<file path="config.mk">
export PLATFORM = sky130hd
export DESIGN_NAME = mc_ctrl
export DESIGN_NICKNAME = d
export VERILOG_FILES = /design/src/rtl/mc_pkg.sv /design/src/rtl/alu_dec.sv /design/src/rtl/mc_ctrl.sv
export SDC_FILE = /design/constraint.sdc
export NUM_CORES = 1
export LEC_CHECK = 0
export BUFFER_PORTS_ARGS = -buffer_cell sky130_fd_sc_hd__buf_2
export CAP_MARGIN = 25
export CORE_ASPECT_RATIO = 1.25
export CORE_UTILIZATION = 42
export DETAILED_ROUTE_END_ITERATION = 12
export PLACE_DENSITY = 0.76
export SYNTH_ARGS = -nofsm -noshare
export SYNTH_HDL_FRONTEND = slang
export SYNTH_SLANG_ARGS = --single-unit
</file>
<file path="constraint.sdc">
create_clock -name clk -period 1.6 [get_ports clk]
set_input_delay 0.4 -clock clk [delete_from_list [all_inputs] [get_ports clk]]
set_output_delay 0.4 -clock clk [all_outputs]
set_load 0.02 [all_outputs]
</file>
<file path="src/rtl/mc_pkg.sv">
// mc_pkg: shared types and encodings for the multicycle controller.
// Holds the state enum, opcode/funct constants, ALU and mux encodings.
package mc_pkg;

  typedef enum logic [3:0] {
    S_FETCH,
    S_DECODE,
    S_MEMADR,
    S_MEMRD,
    S_MEMWB,
    S_MEMWR,
    S_EXEC,
    S_ALUWB,
    S_BRANCH,
    S_ADDIEX,
    S_ADDIWB,
    S_JUMP,
    S_TRAP
  } state_t;

  localparam logic [5:0] OP_RTYPE = 6'b000000;
  localparam logic [5:0] OP_LW    = 6'b100011;
  localparam logic [5:0] OP_SW    = 6'b101011;
  localparam logic [5:0] OP_BEQ   = 6'b000100;
  localparam logic [5:0] OP_ADDI  = 6'b001000;
  localparam logic [5:0] OP_J     = 6'b000010;

  localparam logic [5:0] FN_ADD = 6'b100000;
  localparam logic [5:0] FN_SUB = 6'b100010;
  localparam logic [5:0] FN_AND = 6'b100100;
  localparam logic [5:0] FN_OR  = 6'b100101;
  localparam logic [5:0] FN_SLT = 6'b101010;

  localparam logic [2:0] ALU_ADD = 3'b010;
  localparam logic [2:0] ALU_SUB = 3'b110;
  localparam logic [2:0] ALU_AND = 3'b000;
  localparam logic [2:0] ALU_OR  = 3'b001;
  localparam logic [2:0] ALU_SLT = 3'b111;

  localparam logic [1:0] SRCB_B     = 2'b00;
  localparam logic [1:0] SRCB_ONE   = 2'b01;
  localparam logic [1:0] SRCB_IMM   = 2'b10;
  localparam logic [1:0] SRCB_IMMSH = 2'b11;

  localparam logic [1:0] PC_ALU = 2'b00;
  localparam logic [1:0] PC_OUT = 2'b01;
  localparam logic [1:0] PC_JMP = 2'b10;

  function automatic state_t decode_next(input logic [5:0] op);
    state_t s;
    unique case (op)
      OP_LW, OP_SW: s = S_MEMADR;
      OP_RTYPE:     s = S_EXEC;
      OP_BEQ:       s = S_BRANCH;
      OP_ADDI:      s = S_ADDIEX;
      OP_J:         s = S_JUMP;
      default:      s = S_TRAP;
    endcase
    return s;
  endfunction

endpackage

</file>
<file path="src/rtl/alu_dec.sv">
// alu_dec: R-type funct to ALU control decode.
// Ports: funct (in), alucontrol (out), valid (out, funct is supported).
module alu_dec
  import mc_pkg::*;
(
  input  logic [5:0] funct,
  output logic [2:0] alucontrol,
  output logic       valid
);

  always_comb begin
    alucontrol = ALU_ADD;
    valid      = 1'b1;
    unique case (funct)
      FN_ADD:  alucontrol = ALU_ADD;
      FN_SUB:  alucontrol = ALU_SUB;
      FN_AND:  alucontrol = ALU_AND;
      FN_OR:   alucontrol = ALU_OR;
      FN_SLT:  alucontrol = ALU_SLT;
      default: begin
        alucontrol = ALU_AND;
        valid      = 1'b0;
      end
    endcase
  end

endmodule

</file>
<file path="src/rtl/mc_ctrl.sv">
// mc_ctrl: multicycle MIPS-subset controller FSM (lw/sw/R/beq/addi/j).
// In: clk, rst (async low), op, funct, zero, mem_rdy. Out: enables, selects, retire, illegal.
module mc_ctrl
  import mc_pkg::*;
(
  input  logic       clk,
  input  logic       rst,
  input  logic [5:0] op,
  input  logic [5:0] funct,
  input  logic       zero,
  input  logic       mem_rdy,
  output logic       pcen,
  output logic       irwrite,
  output logic       regwrite,
  output logic       memwrite,
  output logic       iord,
  output logic       regdst,
  output logic       memtoreg,
  output logic       alusrca,
  output logic [1:0] alusrcb,
  output logic [1:0] pcsrc,
  output logic [2:0] alucontrol,
  output logic       retire,
  output logic       illegal
);

  state_t     state_q, state_d;
  logic [2:0] fn_alu;
  logic       fn_ok;

  alu_dec u_alu_dec (
    .funct      (funct),
    .alucontrol (fn_alu),
    .valid      (fn_ok)
  );

  always_comb begin
    state_d = state_q;
    unique case (state_q)
      S_FETCH:  if (mem_rdy) state_d = S_DECODE;
      S_DECODE: state_d = decode_next(op);
      S_MEMADR: state_d = (op == OP_LW) ? S_MEMRD : S_MEMWR;
      S_MEMRD:  if (mem_rdy) state_d = S_MEMWB;
      S_MEMWR:  if (mem_rdy) state_d = S_FETCH;
      S_EXEC:   state_d = fn_ok ? S_ALUWB : S_TRAP;
      S_ADDIEX: state_d = S_ADDIWB;
      S_MEMWB, S_ALUWB, S_ADDIWB,
      S_BRANCH, S_JUMP:
                state_d = S_FETCH;
      S_TRAP:   state_d = S_TRAP;
      default:  state_d = S_TRAP;
    endcase
  end

  always_ff @(posedge clk or negedge rst) begin
    if (!rst) state_q <= S_FETCH;
    else      state_q <= state_d;
  end

  always_comb begin
    pcen       = 1'b0;
    irwrite    = 1'b0;
    regwrite   = 1'b0;
    memwrite   = 1'b0;
    iord       = 1'b0;
    regdst     = 1'b0;
    memtoreg   = 1'b0;
    alusrca    = 1'b0;
    alusrcb    = SRCB_B;
    pcsrc      = PC_ALU;
    alucontrol = 3'b000;
    retire     = 1'b0;
    illegal    = 1'b0;
    unique case (state_q)
      S_FETCH: begin
        alusrcb    = SRCB_ONE;
        alucontrol = ALU_ADD;
        irwrite    = mem_rdy;
        pcen       = mem_rdy;
      end
      S_DECODE: begin
        alusrcb    = SRCB_IMMSH;
        alucontrol = ALU_ADD;
      end
      S_MEMADR, S_ADDIEX: begin
        alusrca    = 1'b1;
        alusrcb    = SRCB_IMM;
        alucontrol = ALU_ADD;
      end
      S_MEMRD: iord = 1'b1;
      S_MEMWR: begin
        iord     = 1'b1;
        memwrite = mem_rdy;
        retire   = mem_rdy;
      end
      S_MEMWB: begin
        regwrite = 1'b1;
        memtoreg = 1'b1;
        retire   = 1'b1;
      end
      S_EXEC: begin
        alusrca    = 1'b1;
        alucontrol = fn_alu;
      end
      S_ALUWB: begin
        regwrite = 1'b1;
        regdst   = 1'b1;
        retire   = 1'b1;
      end
      S_ADDIWB: begin
        regwrite = 1'b1;
        retire   = 1'b1;
      end
      S_BRANCH: begin
        alusrca    = 1'b1;
        alucontrol = ALU_SUB;
        pcsrc      = PC_OUT;
        pcen       = zero;
        retire     = 1'b1;
      end
      S_JUMP: begin
        pcsrc  = PC_JMP;
        pcen   = 1'b1;
        retire = 1'b1;
      end
      S_TRAP: illegal = 1'b1;
      default: illegal = 1'b1;
    endcase
    // Reset masks FETCH's mem_rdy-driven enables and selects at once.
    if (!rst) begin
      pcen       = 1'b0;
      irwrite    = 1'b0;
      regwrite   = 1'b0;
      memwrite   = 1'b0;
      iord       = 1'b0;
      regdst     = 1'b0;
      memtoreg   = 1'b0;
      alusrca    = 1'b0;
      alusrcb    = 2'b00;
      pcsrc      = 2'b00;
      alucontrol = 3'b000;
      retire     = 1'b0;
      illegal    = 1'b0;
    end
  end

endmodule

</file>
==> metrics.txt, run 1 <==
outcome stopped before the end; last flow stage reached global routing; error msg [ERROR DPL-0033] detailed placement checks failed during check placement.; CTS Hold Bufs 0; Starting Density 46.60%; kind of the worst endpoint top-level output; Site Rows 16; Synth Area per Inst 6.459 um2; Post-Synth XOR/XNOR Area 3.477%; Synth Area in Adders 0%; Syn Nets 133; ys flop type dfrtp_1; Clock Sinks 4; synthesized flop and latch total 4; largest net degree at the start of global routing 12; GPL Wtd Cong 0.9100; Post-synth EDFFs 0; height of the die 49.43 um; fraction of registers with async set/reset 100.0%; sequential-to-total area share from yosys stat 13.25%; Yosys cell types 43; Post-Syn Area 755.7 um2; DP HPWL 2018 um; antenna violations before repair 0; Post-DP Area 0.001175 mm2; Port Buffers 32; Longest Clk Path Bufs 2; top cell type's share of synthesized area 13.25%; post-synth top area cell dfrtp_1; # IOs 33; clock root buffer clkbuf_4; largest cells by area after synthesis dfrtp_1 13%, nand2_1 7.5%, nor2_1 5.5%, a21oi_1 5.3%, nor3_1 4.6%; Gate Count Post-Synth 117; Synth Area in Compound Gates 29.80%; worst_ep grt alucontrol[1]; Synth Area in Simple Gates 44.87%; mux contribution to synthesized area 1.325%; Yosys warning count 0; Die Span X 39.94 um; largest family of logic cells by synthesized area simple AND/OR/NAND/NOR gates; Num CTS Buffers 3; Placement Setup Slack -0.1436 ns; H-tree depth 1
[Yosys cell counts, drive strengths merged (4+ instances only)]
library cell,number
dfrtp,4
o21ai,6
buf,5
clkbuf,5
nor2b,4
nor3,7
nor2,12
a21oi,8
nand3,6
nand2,15
[cells by family after synthesis]
logic type | count (synthesis)
compound gates | 32
flops | 4
buf+inv | 13
mux | 1
simple gates | 64
xor+xnor | 3
[repair_timing]
item,4_1_cts
setup endpoints to repair,19
setup buffers,10
gates cloned,0
resized for setup,44
pin swaps,8
[stage by stage]
| step | cells | utilization (%) | TNS (ns) |
|---|---|---|---|
| 2_1_floorplan | 117 | - | -0.1575 |
| 3_3_place_gp | 186 | 72.45 | -0.6314 |
| 3_5_place_dp | 186 | 72.45 | -0.6734 |
| 4_1_cts | 199 | 85.96 | -2.670 |
==> run 2: changes to the inputs <==
- CORE_AREA: not set -> 2 2 63 65
- CORE_ASPECT_RATIO: 1.25 -> not set
- CORE_UTILIZATION: 42 -> not set
- DIE_AREA: not set -> 0 0 65 67
- PLACE_DENSITY: 0.76 -> not set
- PLACE_DENSITY_LB_ADDON: not set -> 0.15
- clock period: 1.6 -> 2.1 ns (I/O delays scaled with it)
==> metrics.txt, run 2 <==
GPL Wtd Cong 0.7379 (was 0.9100); flip-flop and latch area 103.9 um2; CP required 1.57 ns; post-route setup TNS 0 ns; sequential-to-total area share from yosys stat 13.25% (unchanged); largest net degree at the start of global routing 19; Die Span X 65 um (was 39.94 um); largest cells by area after synthesis dfrtp_1 13%, nand2_1 7.5%, nor2_1 5.5%, a21oi_1 5.3%, nor3_1 4.6% (unchanged); placed cells 196 (was 186); clock slew at reported path FFs 0.03 ns; share of cells above drive strength 1 37.66%; Final Setup Violations 0; most frequent cells in the layout 32 x buf_2, 15 x nand2_1, 11 x buf_4; grt ovf 0; final-report hold violation count 0; Tightest Hold Check Type input pin to asynchronous set/reset pin; sw frac 49.60%; f_max 0.4940 GHz; Yosys cell types 43 (unchanged); DRT antenna net count 0; outcome finished, final reports clean (was stopped before the end); worst vdd ir 0.3709 mV; sw power 0.0005582 W; DP HPWL 2003 um (was 2018 um); Pint 0.0005673 W; commonest non-fill, non-tap cell in the layout buf_2; Tot Pwr 0.001125 W; DR iter-0 viols 31; Yosys warning count 0 (unchanged); final WL 2634 um; synth cell count leaders 15 x nand2_1, 11 x nor2_1, 8 x a21oi_1 (unchanged); # Max-Cap Violations 0; ys flop type dfrtp_1 (unchanged); Pwr per Cell Area 1029 mW/mm2; post-route DRC violation count 0; nets 172; hold slack 0.1496 ns; Gate Count Post-Synth 117 (unchanged); Least-Margin Pin Slew 0.3636 ns; Slew Viols, Final 0; drt pass-1 iters 4; mux contribution to synthesized area 1.325% (unchanged); Clock Sinks 4 (unchanged); post-synth top area cell dfrtp_1 (unchanged); Reg power frac 15.9%; crit-path cells nor2_2 > nand3_1 > nor3b_2 > o21a_1 > buf_2; clock group share of total power 14.2%; Num CTS Buffers 3 (unchanged); H-tree depth 1 (unchanged); Synth Area in Adders 0% (unchanged); vias in the first global route 949; area delta synth->final 44.70%; filler instances 410; All-Layer GR Usage 12.18%; Longest Clk Path Bufs 2 (unchanged); antenna violations before repair 0; CP Launch Type register; height of the die 67 um (was 49.43 um); Worst Path Arrival 1.50 ns; period utilisation layout 96.40%; element type at the critical path end output port; Starting Density 20.96% (was 46.60%); Crit path largest cell delay 0.46 ns; Logic pwr share 69.9%; first-pass GRT wire length 4202 um; multi-input combinational cell area 614.3 um2; crit path time final 2.024 ns; TritonCTS clock tree built; # IOs 33 (unchanged); Syn Nets 133 (unchanged); fraction of registers with async set/reset 100.0% (unchanged); max FFs per register 4; ANT cells 0; Skew-Pair Late Insertion Delay 0.22 ns; synthesized flop and latch total 4 (unchanged); Site Rows 22 (was 16); Rel. slew slack 75.54%; core area 0.003606 mm2; Largest Register state_q; Port Buffers 32 (unchanged); critical path type register to output port; Synth Area in Simple Gates 44.87% (unchanged); fin cells 202; Post-synth EDFFs 0 (unchanged); Synth Area in Compound Gates 29.80% (unchanged); slowest CP cell dfrtp_2; largest family of logic cells by synthesized area simple AND/OR/NAND/NOR gates (unchanged); Post-Syn Area 755.7 um2 (unchanged); Via Count 1,015; Max FO, Critical Path 6; Post-Synth XOR/XNOR Area 3.477% (unchanged); clock root buffer clkbuf_8 (was clkbuf_4); RSZ-0062 raised after global routing no; clk_skew 0.003306 ns; top cell type's share of synthesized area 13.25% (unchanged); LEAKAGE 0.4559 nW; total die area 0.004355 mm2; top-count cell post-synth nand2_1 (unchanged); vias per cell 5.025; largest registers state_q (4); DR WL/cell 13.04 um; Synth Area per Inst 6.459 um2 (unchanged)
run 2: cell counts after synthesis:
Identical to the previous run, type by type.
run 2: path summary, 6_finish.rpt:
kind                                         from                     end  slack, ns  cells past startpoint
setup / recovery           state_q[3]$_DFFE_PN0P_           alucontrol[1]       0.08                      5
hold / removal                                rst  state_q[2]$_DFFE_PN0P_       0.15                      1
setup reg to reg           state_q[3]$_DFFE_PN0P_  state_q[2]$_DFFE_PN0P_       0.28                      6
hold reg to reg            state_q[2]$_DFFE_PN0P_  state_q[3]$_DFFE_PN0P_       0.69                      3
max in group asynchronous                     rst  state_q[1]$_DFFE_PN0P_       1.65                      2
min in group clk           state_q[2]$_DFFE_PN0P_  state_q[3]$_DFFE_PN0P_       0.69                      3
run 2: cells by family after synthesis:
family / Yosys count
AO/OA/AOI/OAI: 32
XOR/XNOR: 3
multiplexers: 1
flip-flops: 4
buffers and inverters: 13
AND/OR/NAND/NOR: 64
run 2: area by class of cell:
type / instances / share of cell area (%)
inverter: 3 / 1.030
multi-input combinational: 100 / 56.18
tap: 48 / 5.492
sequential: 4 / 9.497
timing repair buffer: 44 / 24.03
clock buffer: 3 / 3.776
run 2: per-stage QoR:
step | util, % | area [um2] | setup slack (ns)
6_report | 30.33 | 1094 | 0.07566
5_1_grt | 30.33 | 1094 | 0.0001286
4_1_cts | 29.01 | 1046 | 0.01761
3_5_place_dp | 27.72 | 999.7 | 0.1105
3_3_place_gp | 27.72 | 999.7 | 0.1678
2_1_floorplan | - | 755.7 | 0.01394
run 2: critical path: cells and delay by family, from the launching register on:
| kind | cells | cell delay (ns) |
|---|---|---|
| buf+inv | 1 | 0.15 |
| flops | 1 | 0.46 |
| compound gates | 1 | 0.12 |
| simple gates | 3 | 0.54 |
run 2: power by group through the flow:
stage          Sequential [W]  Clock (W)  Combinational (W)
2_1_floorplan        0.000118          0           0.000552
3_3_place_gp         0.000184          0           0.000713
3_5_place_dp         0.000185          0           0.000712
4_1_cts              0.000188   0.000165           0.000718
5_1_grt              0.000186   0.000174           0.000850
6_report             0.000179   0.000159           0.000787
run 2: layer usage:
layer  GRT usage, %  up-vias  part of all wire [%]
met2          21.26       21                    47
met3          1.520        0                   2.9
met5              0        -                     0
met1          16.35      482                    50
li1               -      512                     -
met4          1.596        0                     0
run 2: timing repair:
| action | in CTS | in global routing |
|---|---|---|
| endpoints found under the setup margin | 5 | 9 |
| hold buffers | 0 | 0 |
| gates resized for setup | 3 | 4 |
| buffers inserted | 0 | 3 |
No activity file was read; power rests on OpenSTA's default activity.
==> run 3: changes to the inputs <==
- ABC_AREA: not set -> 1
==> metrics.txt, run 3 <==
synth cell count leaders 34 x nor2_1, 27 x nand2_1, 19 x inv_1 (was 15 x nand2_1, 11 x nor2_1, 8 x a21oi_1); H-tree depth 1 (unchanged); sw power 0.00006382 W (was 0.0005582 W); top cell type's share of synthesized area 19.07% (was 13.25%); RSZ-0062 raised after global routing yes (was no); placed cells 212 (was 196); mux contribution to synthesized area 0% (was 1.325%); Longest Clk Path Bufs 2 (unchanged); Slew Viols, Final 0 (unchanged); Gate Count Post-Synth 131 (was 117); DP HPWL 1765 um (was 2003 um); slowest CP cell dfrtp_2 (unchanged); Die Span X 65 um (unchanged); share of cells above drive strength 1 36.53% (was 37.66%); CTS Hold Bufs 0 (unchanged); Util after Layout 27.55% (was 30.33%); DR iter-0 viols 25 (was 31); Num CTS Buffers 3 (unchanged); Final Setup Violations 0 (unchanged); Tightest Hold Check Type input pin to asynchronous set/reset pin (unchanged); Site Rows 22 (unchanged); critical path type register to output port (unchanged); Yosys cell types 24 (was 43); sw frac 22.70% (was 49.60%); Synth Area in Simple Gates 61.31% (was 44.87%); top-count cell post-synth nor2_1 (was nand2_1); Pwr per Cell Area 283.0 mW/mm2 (was 1029 mW/mm2); grt ovf 0 (unchanged); clk_skew 0.003410 ns (was 0.003306 ns); largest family of logic cells by synthesized area simple AND/OR/NAND/NOR gates (unchanged); clock slew at reported path FFs 0.03 ns (about the same); period utilisation layout 95.17% (was 96.40%); crit path time final 1.999 ns (was 2.024 ns); Rel. slew slack 74.46% (was 75.54%); total die area 0.004355 mm2 (unchanged); DR WL/cell 9.688 um (was 13.04 um); nets 185 (was 172); Port Buffers 32 (unchanged); DRT antenna net count 0 (unchanged); Max FO, Critical Path 6 (unchanged); Least-Margin Pin Slew 0.3827 ns (was 0.3636 ns); fin cells 215 (was 202); CP Launch Type register (unchanged); GPL Wtd Cong 0.7771 (was 0.7379); commonest non-fill, non-tap cell in the layout nor2_1 (was buf_2); largest cells by area after synthesis nor2_1 19%, nand2_1 15%, dfrtp_1 15%, inv_1 11%, nand3_1 9.7% (was dfrtp_1 13%, nand2_1 7.5%, nor2_1 5.5%, a21oi_1 5.3%, nor3_1 4.6%); Post-synth EDFFs 0 (unchanged); Largest Register state_q (unchanged); max FFs per register 4 (unchanged); clock root buffer clkbuf_8 (unchanged); synthesized flop and latch total 4 (unchanged); worst vdd ir 0.1356 mV (was 0.3709 mV); fraction of registers with async set/reset 100.0% (unchanged); Synth Area per Inst 5.110 um2 (was 6.459 um2); sequential-to-total area share from yosys stat 14.95% (was 13.25%); most frequent cells in the layout 29 x nor2_1, 28 x buf_2, 25 x nand2_1 (was 32 x buf_2, 15 x nand2_1, 11 x buf_4); Crit path largest cell delay 0.45 ns (was 0.46 ns); post-synth top area cell nor2_1 (was dfrtp_1); f_max 0.5003 GHz (was 0.4940 GHz); ANT cells 0 (unchanged); first-pass GRT wire length 3498 um (was 4202 um); Reg power frac 27.6% (was 15.9%); element type at the critical path end output port (unchanged); Synth Area in Adders 0% (unchanged); All-Layer GR Usage 10.19% (was 12.18%); Post-DP Area 900.9 um2 (was 999.7 um2); height of the die 67 um (unchanged); Skew-Pair Late Insertion Delay 0.21 ns (was 0.22 ns); clock group share of total power 56.4% (was 14.2%); Via Count 932 (was 1,015); vias per cell 4.335 (was 5.025); post-route DRC violation count 0 (unchanged); final-report hold violation count 0 (unchanged); Starting Density 18.56% (was 20.96%); area delta synth->final 48.41% (was 44.70%); Final WS setup 0.1013 ns (was 0.07566 ns); Yosys warning count 0 (unchanged); # Max-Cap Violations 0 (unchanged); CP required 1.57 ns (about the same); cell area after layout 993.5 um2 (was 0.001094 mm2); TritonCTS clock tree built (unchanged); # IOs 33 (unchanged); Syn Nets 147 (was 133); Clock Sinks 4 (unchanged); LEAKAGE 0.5280 nW (was 0.4559 nW); drt pass-1 iters 3 (was 4); outcome finished, final reports clean (unchanged); antenna violations before repair 0 (unchanged); core area 0.003606 mm2 (unchanged); Placement Setup Slack 0.1341 ns (was 0.1105 ns); ys flop type dfrtp_1 (unchanged); Post-Synth XOR/XNOR Area 0% (was 3.477%); hold slack 0.2241 ns (was 0.1496 ns); crit-path cells inv_2 > nand2_2 > nor2_2 > inv_1 > nand2_2 > nor2_1 > a21oi_1 > buf_4 (was nor2_2 > nand3_1 > nor3b_2 > o21a_1 > buf_2); Pint 0.0002174 W (was 0.0005673 W); largest registers state_q (4) (unchanged); largest net degree at the start of global routing 15 (was 19); final WL 2083 um (was 2634 um); vias in the first global route 870 (was 949); Logic pwr share 16.0% (was 69.9%); Post-Syn Area 669.4 um2 (was 755.7 um2); most used cell, CP nand2_2; Synth Area in Compound Gates 9.720% (was 29.80%); Worst Path Arrival 1.47 ns (was 1.50 ns)
## run 3: cell count changes in the layout (fill, tap and decap cells not counted), sizes merged, moves of 3 or more
cell	change
nor2	+24
inv	+20
nand2	+16
buf	-10
nand3	+8
a21oi	-5
nor2b	-4
o21ai	-4
nand2b	-3
nor4	-3
nor4b	-3
xnor2	-3
## run 3: stage by stage
step / power (W) / setup TNS [ns]
after floorplan: 0.00009793 / 0
after global placement: 0.0001228 / 0
after detailed placement: 0.0001234 / 0
after CTS: 0.0002869 / 0
after global routing: 0.0002980 / -0.02734
final: 0.0002812 / 0
## run 3: final timing paths
path                       slack [ns]  depth (start not counted)                endpoint                   start
max                              0.10                          8                 alusrca  state_q[2]$_DFFE_PN0P_
max in group asynchronous        1.73                          2  state_q[1]$_DFFE_PN0P_                     rst
max reg2reg                      0.77                          6  state_q[2]$_DFFE_PN0P_  state_q[2]$_DFFE_PN0P_
min in group clk                 0.57                          2  state_q[0]$_DFFE_PN0P_  state_q[0]$_DFFE_PN0P_
min reg2reg                      0.57                          2  state_q[0]$_DFFE_PN0P_  state_q[0]$_DFFE_PN0P_
min                              0.22                          2  state_q[3]$_DFFE_PN0P_                     rst
## run 3: kinds of logic (layout without fill, tap and decap cells)
family                 Yosys count  in the layout
AOI/OAI and AO/OA               10             10
DFF                              4              4
and+or+nand+nor                 92             92
buffers and inverters           25             61
## run 3: layer usage
| metal | GRT usage (%) | vias to the layer above | wire [um] |
|---|---|---|---|
| met5 | 0 | - | 0 |
| met4 | 4.521 | 0 | 7 |
| met2 | 18.04 | 18 | 1007 |
| met3 | 1.689 | 2 | 93 |
| met1 | 12.01 | 428 | 975 |
| li1 | - | 484 | - |
## run 3: area by class of cell
type | count | area (um2)
fill | 432 | 2613
multi-input combinational | 102 | 513.0
timing repair buffer | 34 | 185.2
sequential | 4 | 103.9
inverter | 24 | 90.09
tap | 48 | 60.06
clock buffer | 3 | 41.29
## run 3: critical path, delay by kind of cell, from the launching register on
kind	cells	cell delay (ns)
flip-flops	1	0.45
AND/OR/NAND/NOR	4	0.33
buffers and inverters	3	0.32
AO/OA/AOI/OAI	1	0.16
## run 3: power groups by stage
stage	Sequential (W)	Clock [W]	Combinational, W
floorplan	0.0000785	0	0.0000194
global placement	0.0000785	0	0.0000443
detailed placement	0.0000785	0	0.0000449
CTS	0.0000776	0.000164	0.0000452
global route	0.0000776	0.000169	0.0000514
finish	0.0000776	0.000159	0.0000450
## run 3: repair_timing
action,CTS,global route
pin swaps,0,3
gates resized for setup,3,16
endpoints found under the setup margin,7,9
buffers inserted,0,0
==> run 4: changes to the inputs <==
- ABC_AREA: 1 -> not set
- BUFFER_PORTS_ARGS: -buffer_cell sky130_fd_sc_hd__buf_2 -> -buffer_cell sky130_fd_sc_hd__buf_4
- HOLD_SLACK_MARGIN: not set -> 0.08
==> metrics.txt, run 4 (synthesis gave the netlist of run 2 again) <==
Pint 0.0005937 W (was 0.0002174 W); critical path type register to output port (unchanged); GPL Wtd Cong 0.8174 (was 0.7771); Logic pwr share 72.0% (was 16.0%); largest net degree at the start of global routing 19 (was 15); CTS Hold Bufs 0 (unchanged); area delta synth->final 50.66% (was 48.41%); CP required 1.57 ns (about the same); Longest Clk Path Bufs 2 (unchanged); core area 0.003606 mm2 (unchanged); Skew-Pair Late Insertion Delay 0.21 ns (about the same); Num CTS Buffers 3 (unchanged); max FFs per register 4 (unchanged); Die Span X 65 um (unchanged); Worst Path Arrival 1.45 ns (was 1.47 ns); Final WS setup 0.1273 ns (was 0.1013 ns); drt pass-1 iters 5 (was 3); sw frac 47.74% (was 22.70%); clock group share of total power 13.8% (was 56.4%); Via Count 985 (was 932); element type at the critical path end output port (unchanged); total die area 0.004355 mm2 (unchanged); TritonCTS clock tree built (unchanged); final WL 2424 um (was 2083 um); Max FO, Critical Path 7 (was 6); LEAKAGE 0.4549 nW (was 0.5280 nW); vias per cell 4.950 (was 4.335); Reg power frac 14.1% (was 27.6%); Tightest Hold Check Type input pin to asynchronous set/reset pin (unchanged); All-Layer GR Usage 11.98% (was 10.19%); ANT cells 0 (unchanged); Pwr per Cell Area 997.8 mW/mm2 (was 283.0 mW/mm2); share of cells above drive strength 1 34.44% (was 36.53%); # IOs 33 (unchanged); Port Buffers 32 (unchanged); period utilisation layout 93.94% (was 95.17%); most frequent cells in the layout 40 x buf_4, 15 x nand2_1, 10 x nor2_1 (was 29 x nor2_1, 28 x buf_2, 25 x nand2_1); DP HPWL 1931 um (was 1765 um); nets 169 (was 185); hold slack 0.1417 ns (was 0.2241 ns); sw power 0.0005424 W (was 0.00006382 W); clk_skew 0.004967 ns (was 0.003410 ns); CP Launch Type register (unchanged); DRT antenna net count 0 (unchanged); H-tree depth 1 (unchanged); clock root buffer clkbuf_8 (unchanged); Placement Setup Slack 0.1583 ns (was 0.1341 ns); Site Rows 22 (unchanged); clock slew at reported path FFs 0.03 ns (about the same); commonest non-fill, non-tap cell in the layout buf_4 (was nor2_1); # Max-Cap Violations 0 (unchanged); Least-Margin Pin Slew 0.4108 ns (was 0.3827 ns); Reg2Reg Setup Slack 0.27 ns (was 0.77 ns); grt ovf 0 (unchanged); Rel. slew slack 72.36% (was 74.46%); antenna violations before repair 0 (unchanged); Clock Sinks 4 (unchanged); largest registers state_q (4) (unchanged); outcome finished, final reports clean (unchanged); first-pass GRT wire length 4091 um (was 3498 um); Starting Density 20.96% (was 18.56%); Largest Register state_q (unchanged); final-report hold violation count 0 (unchanged); DR WL/cell 12.18 um (was 9.688 um); crit path time final 1.973 ns (was 1.999 ns); Final Setup Violations 0 (unchanged); post-route setup TNS 0 ns (unchanged); Slew Viols, Final 0 (unchanged); DR iter-0 viols 30 (was 25); post-route DRC violation count 0 (unchanged); worst vdd ir 0.2981 mV (was 0.1356 mV); height of the die 67 um (unchanged); f_max 0.5069 GHz (was 0.5003 GHz); vias in the first global route 863 (was 870); RSZ-0062 raised after global routing no (was yes)
run 4: cell count changes in the layout (fill, tap and decap cells not counted), moves of 7 or more:
cell	before	now
inv_1	18	2
buf_4	6	40
buf_2	28	0
nand2_1	25	15
nand3_1	13	6
nor2_1	29	10
run 4: cell type report:
class                           instances  area (um2)
Inverter                                3       11.26
Sequential cell                         4       102.6
Timing Repair Buffer                   41       320.3
Multi-Input combinational cell        100       603.1
Tap cell                               48       60.06
Fill cell                             398        2467
Clock buffer                            3       41.29
run 4: repair_timing:
| item | CTS | global route |
|---|---|---|
| resized for setup | 2 | 2 |
| endpoints found under the setup margin | 2 | 5 |
| setup buffers | 0 | 2 |
run 4: power by group through the flow:
| stage | registers, W | logic (W) | clock network [W] |
|---|---|---|---|
| 3_5_place_dp | 0.000166 | 0.000767 | 0 |
| 6_report | 0.000161 | 0.000819 | 0.000157 |
| 5_1_grt | 0.000166 | 0.000897 | 0.000169 |
| 2_1_floorplan | 0.000118 | 0.000552 | 0 |
| 4_1_cts | 0.000167 | 0.000773 | 0.000162 |
| 3_3_place_gp | 0.000166 | 0.000769 | 0 |
run 4: metrics by stage:
stage	instance area, um2	utilization [%]	cells	power (W)
floorplan	755.7	-	117	0.0006699
CTS	1110	30.78	197	0.001102
global placement	1065	29.53	194	0.0009353
detailed placement	1065	29.53	194	0.0009327
finish	1139	31.58	199	0.001136
global route	1139	31.58	199	0.001233
run 4: path summary, 6_finish.rpt:
kind,cells past startpoint,endpoint,startpoint
worst min register to register,3,state_q[3]$_DFFE_PN0P_,state_q[2]$_DFFE_PN0P_
worst max register to register,6,state_q[2]$_DFFE_PN0P_,state_q[0]$_DFFE_PN0P_
min in group clk,3,state_q[3]$_DFFE_PN0P_,state_q[2]$_DFFE_PN0P_
max in group asynchronous,1,state_q[1]$_DFFE_PN0P_,rst
worst max-delay path,5,alucontrol[1],state_q[3]$_DFFE_PN0P_
worst min-delay path,1,state_q[0]$_DFFE_PN0P_,rst
run 4: metal layers:
layer / track usage [%] / vias up / routed length (um)
met2: 19.33 / 33 / 1095
li1: - / 505 / -
met3: 1.689 / 2 / 135
met5: 0 / - / 0
met4: 3.191 / 0 / 19
met1: 16.58 / 445 / 1174
run 4: worst max-delay path: stages (launching register included):
cell	delay (ns)
dfrtp_2	0.46
nor2_2	0.19
nand3_1	0.12
nor3b_1	0.21
o21a_1	0.13
buf_4	0.13
